$ cat src/rtl/sigmoid_pkg.sv
// -----------------------------------------------------------------------------
// sigmoid_pkg
//
// Shared types and constants for the sigmoid output scorer.
//   state_t      : scorer FSM states
//   YW           : default sample width of the sigmoid output stream
//   SSE_W        : width of the squared-error accumulator
//   CYC_W        : width of the execution-cycle counter
//   COUNT_W      : width of the accepted-sample counter
//   SCORE_SHIFT  : the score is the accumulator with this many LSBs dropped
// -----------------------------------------------------------------------------
package sigmoid_pkg;

    typedef enum logic [2:0] {
        IDLE,    // waiting for a start pulse
        RUN,     // goldens accepted, waiting for the first output sample
        STREAM,  // one output sample consumed per cycle
        DRAIN,   // arithmetic pipeline empties
        DONE,    // final results held
        ERR      // protocol violation, results frozen
    } state_t;

    localparam int YW          = 16;
    localparam int SSE_W       = 48;
    localparam int CYC_W       = 32;
    localparam int COUNT_W     = 9;
    localparam int SCORE_SHIFT = 8;
    localparam int SCORE_W     = SSE_W - SCORE_SHIFT;

endpackage : sigmoid_pkg

$ cat src/rtl/scorer_fifo.sv
// -----------------------------------------------------------------------------
// scorer_fifo
//
// Synchronous FIFO that buffers golden reference values until the matching
// sigmoid output arrives. The occupancy count is kept in its own register so
// full and empty are never ambiguous when the pointers are equal. The head
// entry is presented combinationally on dout; a value written in one cycle is
// only visible at the head from the next cycle (there is no write-through).
//
// Ports
//   clk, rst_n : clock, asynchronous active-low reset
//   flush      : synchronous clear of pointers and count (wins over push/pop)
//   push, din  : write request and data, ignored while full
//   pop        : read request, advances the head, ignored while empty
//   dout       : current head entry
//   full/empty : decoded from the registered count
// -----------------------------------------------------------------------------
module scorer_fifo #(
    parameter int DEPTH = 16,
    parameter int YW    = 16
) (
    input  logic          clk,
    input  logic          rst_n,
    input  logic          flush,
    input  logic          push,
    input  logic [YW-1:0] din,
    input  logic          pop,
    output logic [YW-1:0] dout,
    output logic          full,
    output logic          empty
);

    localparam int AW = $clog2(DEPTH);

    logic [YW-1:0] mem [DEPTH];
    logic [AW-1:0] wr_ptr;
    logic [AW-1:0] rd_ptr;
    logic [AW:0]   count;
    logic          push_ok;
    logic          pop_ok;

    assign full    = (count == (AW+1)'(DEPTH));
    assign empty   = (count == '0);
    assign push_ok = push && !full;
    assign pop_ok  = pop && !empty;
    assign dout    = mem[rd_ptr];

    // NOTE: sequential state is written with non-blocking assignments so every
    // register samples the pre-edge values, independent of statement order.
    always_ff @(posedge clk or negedge rst_n) begin
        if (!rst_n) begin
            wr_ptr <= '0;
            rd_ptr <= '0;
            count  <= '0;
        end else if (flush) begin
            wr_ptr <= '0;
            rd_ptr <= '0;
            count  <= '0;
        end else begin
            // DEPTH is a power of two, so the pointers wrap naturally.
            if (push_ok) wr_ptr <= wr_ptr + 1'b1;
            if (pop_ok)  rd_ptr <= rd_ptr + 1'b1;
            case ({push_ok, pop_ok})
                2'b10:   count <= count + 1'b1;
                2'b01:   count <= count - 1'b1;
                default: ;
            endcase
        end
    end

    // NOTE: the storage array has no reset; entries are only read after being
    // written, and leaving it unreset lets it map onto plain RAM/flops.
    always_ff @(posedge clk) begin
        if (push_ok && !flush) begin
            mem[wr_ptr] <= din;
        end
    end

endmodule : scorer_fifo

$ cat src/rtl/sigmoid_scorer.sv
// -----------------------------------------------------------------------------
// sigmoid_scorer
//
// On-chip scorer for the sigmoid unit. Golden values are pushed into a small
// FIFO ahead of time; each sigmoid output sample pops one golden and the
// squared difference is accumulated through a two-stage pipeline:
//   stage 1 : d = |y - g|            (registered, YW bits)
//   stage 2 : sse += d*d             (2*YW-bit product, zero-extended)
// The block also counts execution cycles from start to the last sample and
// traps protocol violations (sample with no golden buffered, or the valid run
// breaking before PATTERN samples).
//
// Ports
//   clk, rst_n        : clock, asynchronous active-low reset
//   i_start           : one-cycle pulse, clears everything and enters RUN
//   i_gol_valid/i_gol : golden push, taken when o_gol_ready is high
//   o_gol_ready       : FIFO not full and block in RUN/STREAM/DRAIN
//   i_y_valid/i_y     : sigmoid output stream
//   o_done            : run completed, results final
//   o_err             : sticky protocol-violation flag
//   o_count           : samples consumed so far
//   o_cycles          : cycles spent in RUN/STREAM up to the last sample
//   o_sse             : sum of squared errors
//   o_score           : o_sse with the low SCORE_SHIFT bits dropped
// -----------------------------------------------------------------------------
module sigmoid_scorer
    import sigmoid_pkg::*;
#(
    parameter int PATTERN = 256,
    parameter int DEPTH   = 16,
    parameter int YW      = sigmoid_pkg::YW
) (
    input  logic               clk,
    input  logic               rst_n,
    input  logic               i_start,
    input  logic               i_gol_valid,
    input  logic [YW-1:0]      i_gol,
    output logic               o_gol_ready,
    input  logic               i_y_valid,
    input  logic [YW-1:0]      i_y,
    output logic               o_done,
    output logic               o_err,
    output logic [COUNT_W-1:0] o_count,
    output logic [CYC_W-1:0]   o_cycles,
    output logic [SSE_W-1:0]   o_sse,
    output logic [SCORE_W-1:0] o_score
);

    localparam logic [COUNT_W-1:0] LAST_IDX = COUNT_W'(PATTERN - 1);

    state_t          state;
    logic            drain_cnt;

    // Golden FIFO interface.
    logic            fifo_full;
    logic            fifo_empty;
    logic [YW-1:0]   gol_head;
    logic            gol_push;

    // Per-cycle decisions.
    logic            consume;
    logic            violation;
    logic            last_sample;

    // Arithmetic pipeline.
    logic            s1_valid;
    logic [YW-1:0]   s1_d;
    logic [YW-1:0]   abs_diff;
    logic [2*YW-1:0] s1_d_wide;
    logic [2*YW-1:0] sq;

    // -------------------------------------------------------------------------
    // Golden buffer
    // -------------------------------------------------------------------------
    // Ready is derived only from registered state and count, so a pop in the
    // same cycle never makes room for a push into a full FIFO.
    assign o_gol_ready = !fifo_full &&
                         (state == RUN || state == STREAM || state == DRAIN);
    assign gol_push    = i_gol_valid && o_gol_ready;

    scorer_fifo #(
        .DEPTH (DEPTH),
        .YW    (YW)
    ) u_fifo (
        .clk   (clk),
        .rst_n (rst_n),
        .flush (i_start),
        .push  (gol_push),
        .din   (i_gol),
        .pop   (consume),
        .dout  (gol_head),
        .full  (fifo_full),
        .empty (fifo_empty)
    );

    // -------------------------------------------------------------------------
    // Sample acceptance and protocol checking
    // -------------------------------------------------------------------------
    // NOTE: every signal driven here gets a default before any branch, so no
    // path leaves it unassigned and no latch is inferred.
    always_comb begin
        consume   = 1'b0;
        violation = 1'b0;
        // A start pulse overrides whatever the stream is doing this cycle.
        if (!i_start && (state == RUN || state == STREAM)) begin
            if (i_y_valid) begin
                if (fifo_empty) violation = 1'b1;
                else            consume   = 1'b1;
            end else if (state == STREAM) begin
                // Once the stream has begun, valid must stay high.
                violation = 1'b1;
            end
        end
    end

    assign last_sample = consume && (o_count == LAST_IDX);

    // -------------------------------------------------------------------------
    // FSM, sample counter and cycle counter
    // -------------------------------------------------------------------------
    always_ff @(posedge clk or negedge rst_n) begin
        if (!rst_n) begin
            state     <= IDLE;
            drain_cnt <= 1'b0;
            o_done    <= 1'b0;
            o_err     <= 1'b0;
            o_count   <= '0;
            o_cycles  <= '0;
        end else if (i_start) begin
            state     <= RUN;
            drain_cnt <= 1'b0;
            o_done    <= 1'b0;
            o_err     <= 1'b0;
            o_count   <= '0;
            o_cycles  <= '0;
        end else begin
            case (state)
                RUN, STREAM: begin
                    if (violation) begin
                        // Counters stay at their last good values.
                        state <= ERR;
                        o_err <= 1'b1;
                    end else begin
                        o_cycles <= o_cycles + 1'b1;
                        if (consume) begin
                            o_count <= o_count + 1'b1;
                            if (last_sample) begin
                                state     <= DRAIN;
                                drain_cnt <= 1'b0;
                            end else begin
                                state <= STREAM;
                            end
                        end
                    end
                end
                DRAIN: begin
                    // Two cycles: one for stage 1 to hand off, one for the
                    // final accumulate.
                    drain_cnt <= 1'b1;
                    if (drain_cnt) begin
                        state  <= DONE;
                        o_done <= 1'b1;
                    end
                end
                default: ;  // IDLE, DONE, ERR wait for i_start
            endcase
        end
    end

    // -------------------------------------------------------------------------
    // Abs-diff / square-accumulate datapath
    // -------------------------------------------------------------------------
    assign abs_diff  = (i_y >= gol_head) ? (i_y - gol_head) : (gol_head - i_y);
    assign s1_d_wide = {{YW{1'b0}}, s1_d};
    assign sq        = s1_d_wide * s1_d_wide;

    always_ff @(posedge clk or negedge rst_n) begin
        if (!rst_n) begin
            s1_valid <= 1'b0;
            s1_d     <= '0;
            o_sse    <= '0;
        end else if (i_start) begin
            s1_valid <= 1'b0;
            s1_d     <= '0;
            o_sse    <= '0;
        end else begin
            s1_valid <= consume;
            if (consume) begin
                s1_d <= abs_diff;
            end
            // A sample already consumed before a violation is still scored.
            if (s1_valid) begin
                o_sse <= o_sse + SSE_W'(sq);
            end
        end
    end

    assign o_score = o_sse[SSE_W-1:SCORE_SHIFT];

endmodule : sigmoid_scorer

$ cat config.mk
export PLATFORM = sky130hd
export DESIGN_NAME = sigmoid_scorer
export DESIGN_NICKNAME = d
export VERILOG_FILES = /design/src/rtl/sigmoid_pkg.sv /design/src/rtl/scorer_fifo.sv /design/src/rtl/sigmoid_scorer.sv
export SDC_FILE = /design/constraint.sdc
export NUM_CORES = 1
export LEC_CHECK = 0
export ABC_AREA = 1
export CAP_MARGIN = 15
export CORE_MARGIN = 3
export CORE_UTILIZATION = 40
export DETAILED_ROUTE_END_ITERATION = 10
export PLACE_DENSITY_LB_ADDON = 0.15
export SYNTH_ARGS = -nofsm -noshare
export SYNTH_HDL_FRONTEND = slang
export SYNTH_HIERARCHICAL = 1
export SYNTH_SLANG_ARGS = --single-unit
$ cat constraint.sdc
create_clock -name clk -period 7.75 [get_ports clk]
set_input_delay 1.1625 -clock clk [delete_from_list [all_inputs] [get_ports clk]]
set_output_delay 1.1625 -clock clk [all_outputs]
set_load 0.02 [all_outputs]
==> qor.csv <==
stage;metric;value;unit
yosys;largest family of logic cells by synthesized area;adder cells;
yosys;Synth Area in XOR/XNOR;1.66;%
sta;Final Hold Viols;0;
power;Leak;14.7;nW
layout;area grow syn2layout;13.8;%
global_route;initial antenna violation count;2;
yosys;Net Count, Synth;3640;
clocking;postcts setup bufs;0;
global_route;first-pass GRT wire length;125000;um
yosys;Netlist Area Pre-Place;28000;um2
clocking;Worst-Skew Late Latency;0.59;ns
global_route;total global routing overflow;0;
sta;final worst slack;1.39;ns
critical_path;crit-path max FO;16;
floorplan;Die H;270;um
layout;final cell count without fillers;4310;
power;clock power share;35.9;%
yosys;number of flops mapped to enable cells by yosys;256;
critical_path;FF-to-FF path depth;24;
route;Post-route DRC;0;
yosys;asr flop ratio synth;32.8;%
critical_path;Arrival @ worst endpoint;6.84;ns
placed_design;Placed Area;30300;um2
clocking;number of hold buffers added after CTS;0;
placed_design;GPL Wtd Cong;0.893;
critical_path;Setup crit start;s1_d[5]$_DFFE_PN0N_;
floorplan;Rows;96;
critical_path;CP Capture Type;flop;
floorplan;Chip Width;270;um
route;Post-DRT Antenna Nets;0;
placed_design;Placed Instances;4230;
sta;Setup violations, final;0;
clocking;Resize count post-CTS;0;
yosys;synthesized instance count;3256;
job;Max-Cap Viols;0;
power;internal power;0.00420;W
power;Seq pwr share;38.6;%
layout;most frequent cells in the layout;nand2_1, inv_1, nor2_1, edfxtp_1, o21ai_0;
layout;nets@finish;3728;
critical_path;reg-to-reg endpoint;o_sse[36]$_DFFE_PN0P_;
floorplan;Die ar.;73200;um2
worst_hold_path;HP Class;flop to flop;
yosys;Post-Synth Adder-Cell Area;20.8;%
yosys;simple-gate portion of the synthesized area;18.7;%
layout;leading cell type in the layout, fill and taps excluded;nand2_1;
critical_path;required time of the critical path;8.23;ns
yosys;post-synthesis mux area share;0;%
floorplan;I/O pin count;169;
yosys;Synth top area share;27.5;%
power;PwrDens;200;nW/um2
critical_path;critical path type;flop to flop;
critical_path;R2R Setup Slk;1.39;ns
clocking;clk buf depth;3;
layout;Core Util, Final;46.2;%
clocking;number of H-tree levels;2;
power;logic gate share of total power;25.6;%
route;Post-Route WL;78500;um
critical_path;origin of the critical flop-to-flop path;s1_d[5]$_DFFE_PN0N_;
yosys;Top FF cell, synth;edfxtp_1;
clocking;Num CTS Buffers;43;
global_route;largest net degree at the start of global routing;78;
floorplan;Placeable Area;68900;um2
power;Worst IR Drop VDD;146;uV
clocking;CTS tree;built;
critical_path;CP endpoint;o_sse[36]$_DFFE_PN0P_;
placed_design;Buffers on Ports;168;
global_route;GRT Overall Usage;21.6;%
sta;Max Clk Rate;157;MHz
route;Via Count;21700;
yosys;Syn Area/Cell;8.59;um2
clocking;CTS Root Buffer Type;clkbuf_16;
yosys;synth warn;6;
route;drt wl/cell;18.2;um
sta;Worst Skew;0.0140;ns
route;DRT iter0 DRCs;1421;
critical_path;CP Launch Type;flop;
yosys;top cells by area, synth;edfxtp_1, fa_1, dfrtp_1;
yosys;Yosys reg bits;381;
clocking;clk sinks;381;
layout;fraction of layout cells with a size suffix above 1;4.95;%
sta;Final Cycle Share;82.1;%
sta;Max Slew Vio Count;0;
sta;worst-margin pin slew;1.08;ns
yosys;sequential fraction of the synthesis area;38.7;%
placed_design;post-place setup slack;1.46;ns
yosys;leading area contributor after synthesis;edfxtp_1;
sta;RSZ-0062 raised after global routing;false;
route;Pre-Repair DR Iteration Count;7;
clocking;Clk pin slew, worst setup/hold paths;0.07;ns
sta;Period minus WS final;6.36;ns
route;Vias/cell;5.03;
power;sw frac;34.2;%
yosys;Synth Area in Compound Gates;8.58;%
yosys;Unique masters post-synth;54;
floorplan;initial core utilization;40.6;%
placed_design;Final HPWL DP;56800;um
sta;final setup TNS;0;ns
layout;post-route cell area;31800;um2
sta;max_slew headroom;27.3;%
global_route;number of global-route vias before repair;22300;
outcome;status;complete, no violations;
power;switching pwr;0.00218;W
routing by layer:
layer  track usage, %  vias up  wire length (um)
met5                0        -                 0
met4             5.78        0              2080
met3             2.43      136              3140
met2             37.6      469             38800
met1             28.6    10600             34500
li1                 -    10400                 -
how the worst min path moves through the flow:
stage                                     start                           to  slack [ns]  cells after the start
floorplan           u_fifo/count[3]$_DFFE_PN0P_  u_fifo/count[3]$_DFFE_PN0P_        0.47                      2
global placement             o_done$_DFFE_PN0P_           o_done$_DFFE_PN0P_        0.48                      2
detailed placement           o_done$_DFFE_PN0P_           o_done$_DFFE_PN0P_        0.46                      2
CTS                          o_done$_DFFE_PN0P_           o_done$_DFFE_PN0P_        0.49                      2
global route           o_cycles[14]$_DFFE_PN0P_     o_cycles[14]$_DFFE_PN0P_        0.54                      1
finish                       o_done$_DFFE_PN0P_           o_done$_DFFE_PN0P_        0.48                      2
worst max-delay path: stages (launching register included):
cell	delay, ns
dfrtp_1	0.87
nand2_1	0.26
fa_1	0.60
inv_1	0.06
fa_1	0.52
inv_1	0.06
fa_1	0.50
inv_1	0.06
fa_1	0.50
fa_1	0.50
inv_1	0.05
fa_1	0.47
inv_1	0.05
ha_1	0.33
nand2_1	0.09
nor2_1	0.23
inv_1	0.08
nor3_1	0.32
nand2_1	0.13
nand2_1	0.18
nand2_1	0.08
nand2_1	0.10
nand3_1	0.07
nand2_1	0.09
nor2_1	0.05
power groups by stage:
stage / registers (W) / logic (W) / clock network (W)
after floorplan: 0.00235 / 0.00126 / 0
after global placement: 0.00249 / 0.00162 / 0
after detailed placement: 0.00250 / 0.00164 / 0
after CTS: 0.00246 / 0.00166 / 0.00236
after global routing: 0.00247 / 0.00187 / 0.00243
final: 0.00246 / 0.00163 / 0.00229
layout make-up:
cell class              instances  area [um2]
repair buffers                193        1870
diodes                          2        5.00
fillers                      6802       37100
clock inverters                31         478
well taps                     931        1160
multi-input cells            2077       14000
clock buffers                  47        1100
flip-flops and latches        381       10800
inverters                     648        2430
cells in the mapped netlist, types with 5 or more instances:
| master | instances |
|---|---|
| nand2_1 | 642 |
| inv_1 | 635 |
| nor2_1 | 349 |
| edfxtp_1 | 256 |
| o21ai_0 | 198 |
| fa_1 | 195 |
| ha_1 | 152 |
| nand3_1 | 138 |
| dfrtp_1 | 125 |
| a21oi_1 | 109 |
| o211ai_1 | 65 |
| clkbuf_1 | 63 |
| buf_4 | 48 |
| nor3_1 | 44 |
| nand4_1 | 33 |
| xor2_1 | 32 |
| buf_2 | 22 |
| xnor2_1 | 21 |
| o21ai_1 | 13 |
| nand2_2 | 11 |
| inv_2 | 10 |
| o22ai_1 | 10 |
| buf_1 | 9 |
| buf_6 | 8 |
| o21bai_1 | 7 |
| nand3b_1 | 6 |
| nor2_2 | 5 |
| nor4_1 | 5 |
per-stage QoR:
stage               hold WS [ns]  power, W
floorplan                  0.470   0.00360
global placement           0.478   0.00411
detailed placement         0.464   0.00413
CTS                        0.493   0.00647
global route               0.543   0.00677
finish                     0.485   0.00638
logic make-up (layout without fill, tap and decap cells):
family          after synthesis  in the layout
xor+xnor                     53             53
simple gates               1253           1253
buf+inv                     798            919
fa+ha+maj                   347            347
compound gates              424            424
other cells                   0              2
flops                       381            381
flip-flops by register name (all words and copies together), names as in the netlist, 3 cells and up:
| name | count |
|---|---|
| u_fifo/mem | 256 |
| o_sse | 48 |
| o_cycles | 32 |
| s1_d | 16 |
| o_count | 9 |
| u_fifo/count | 5 |
| u_fifo/rd_ptr | 4 |
| u_fifo/wr_ptr | 4 |
| state | 3 |
Power figures use the tool's default switching activity.
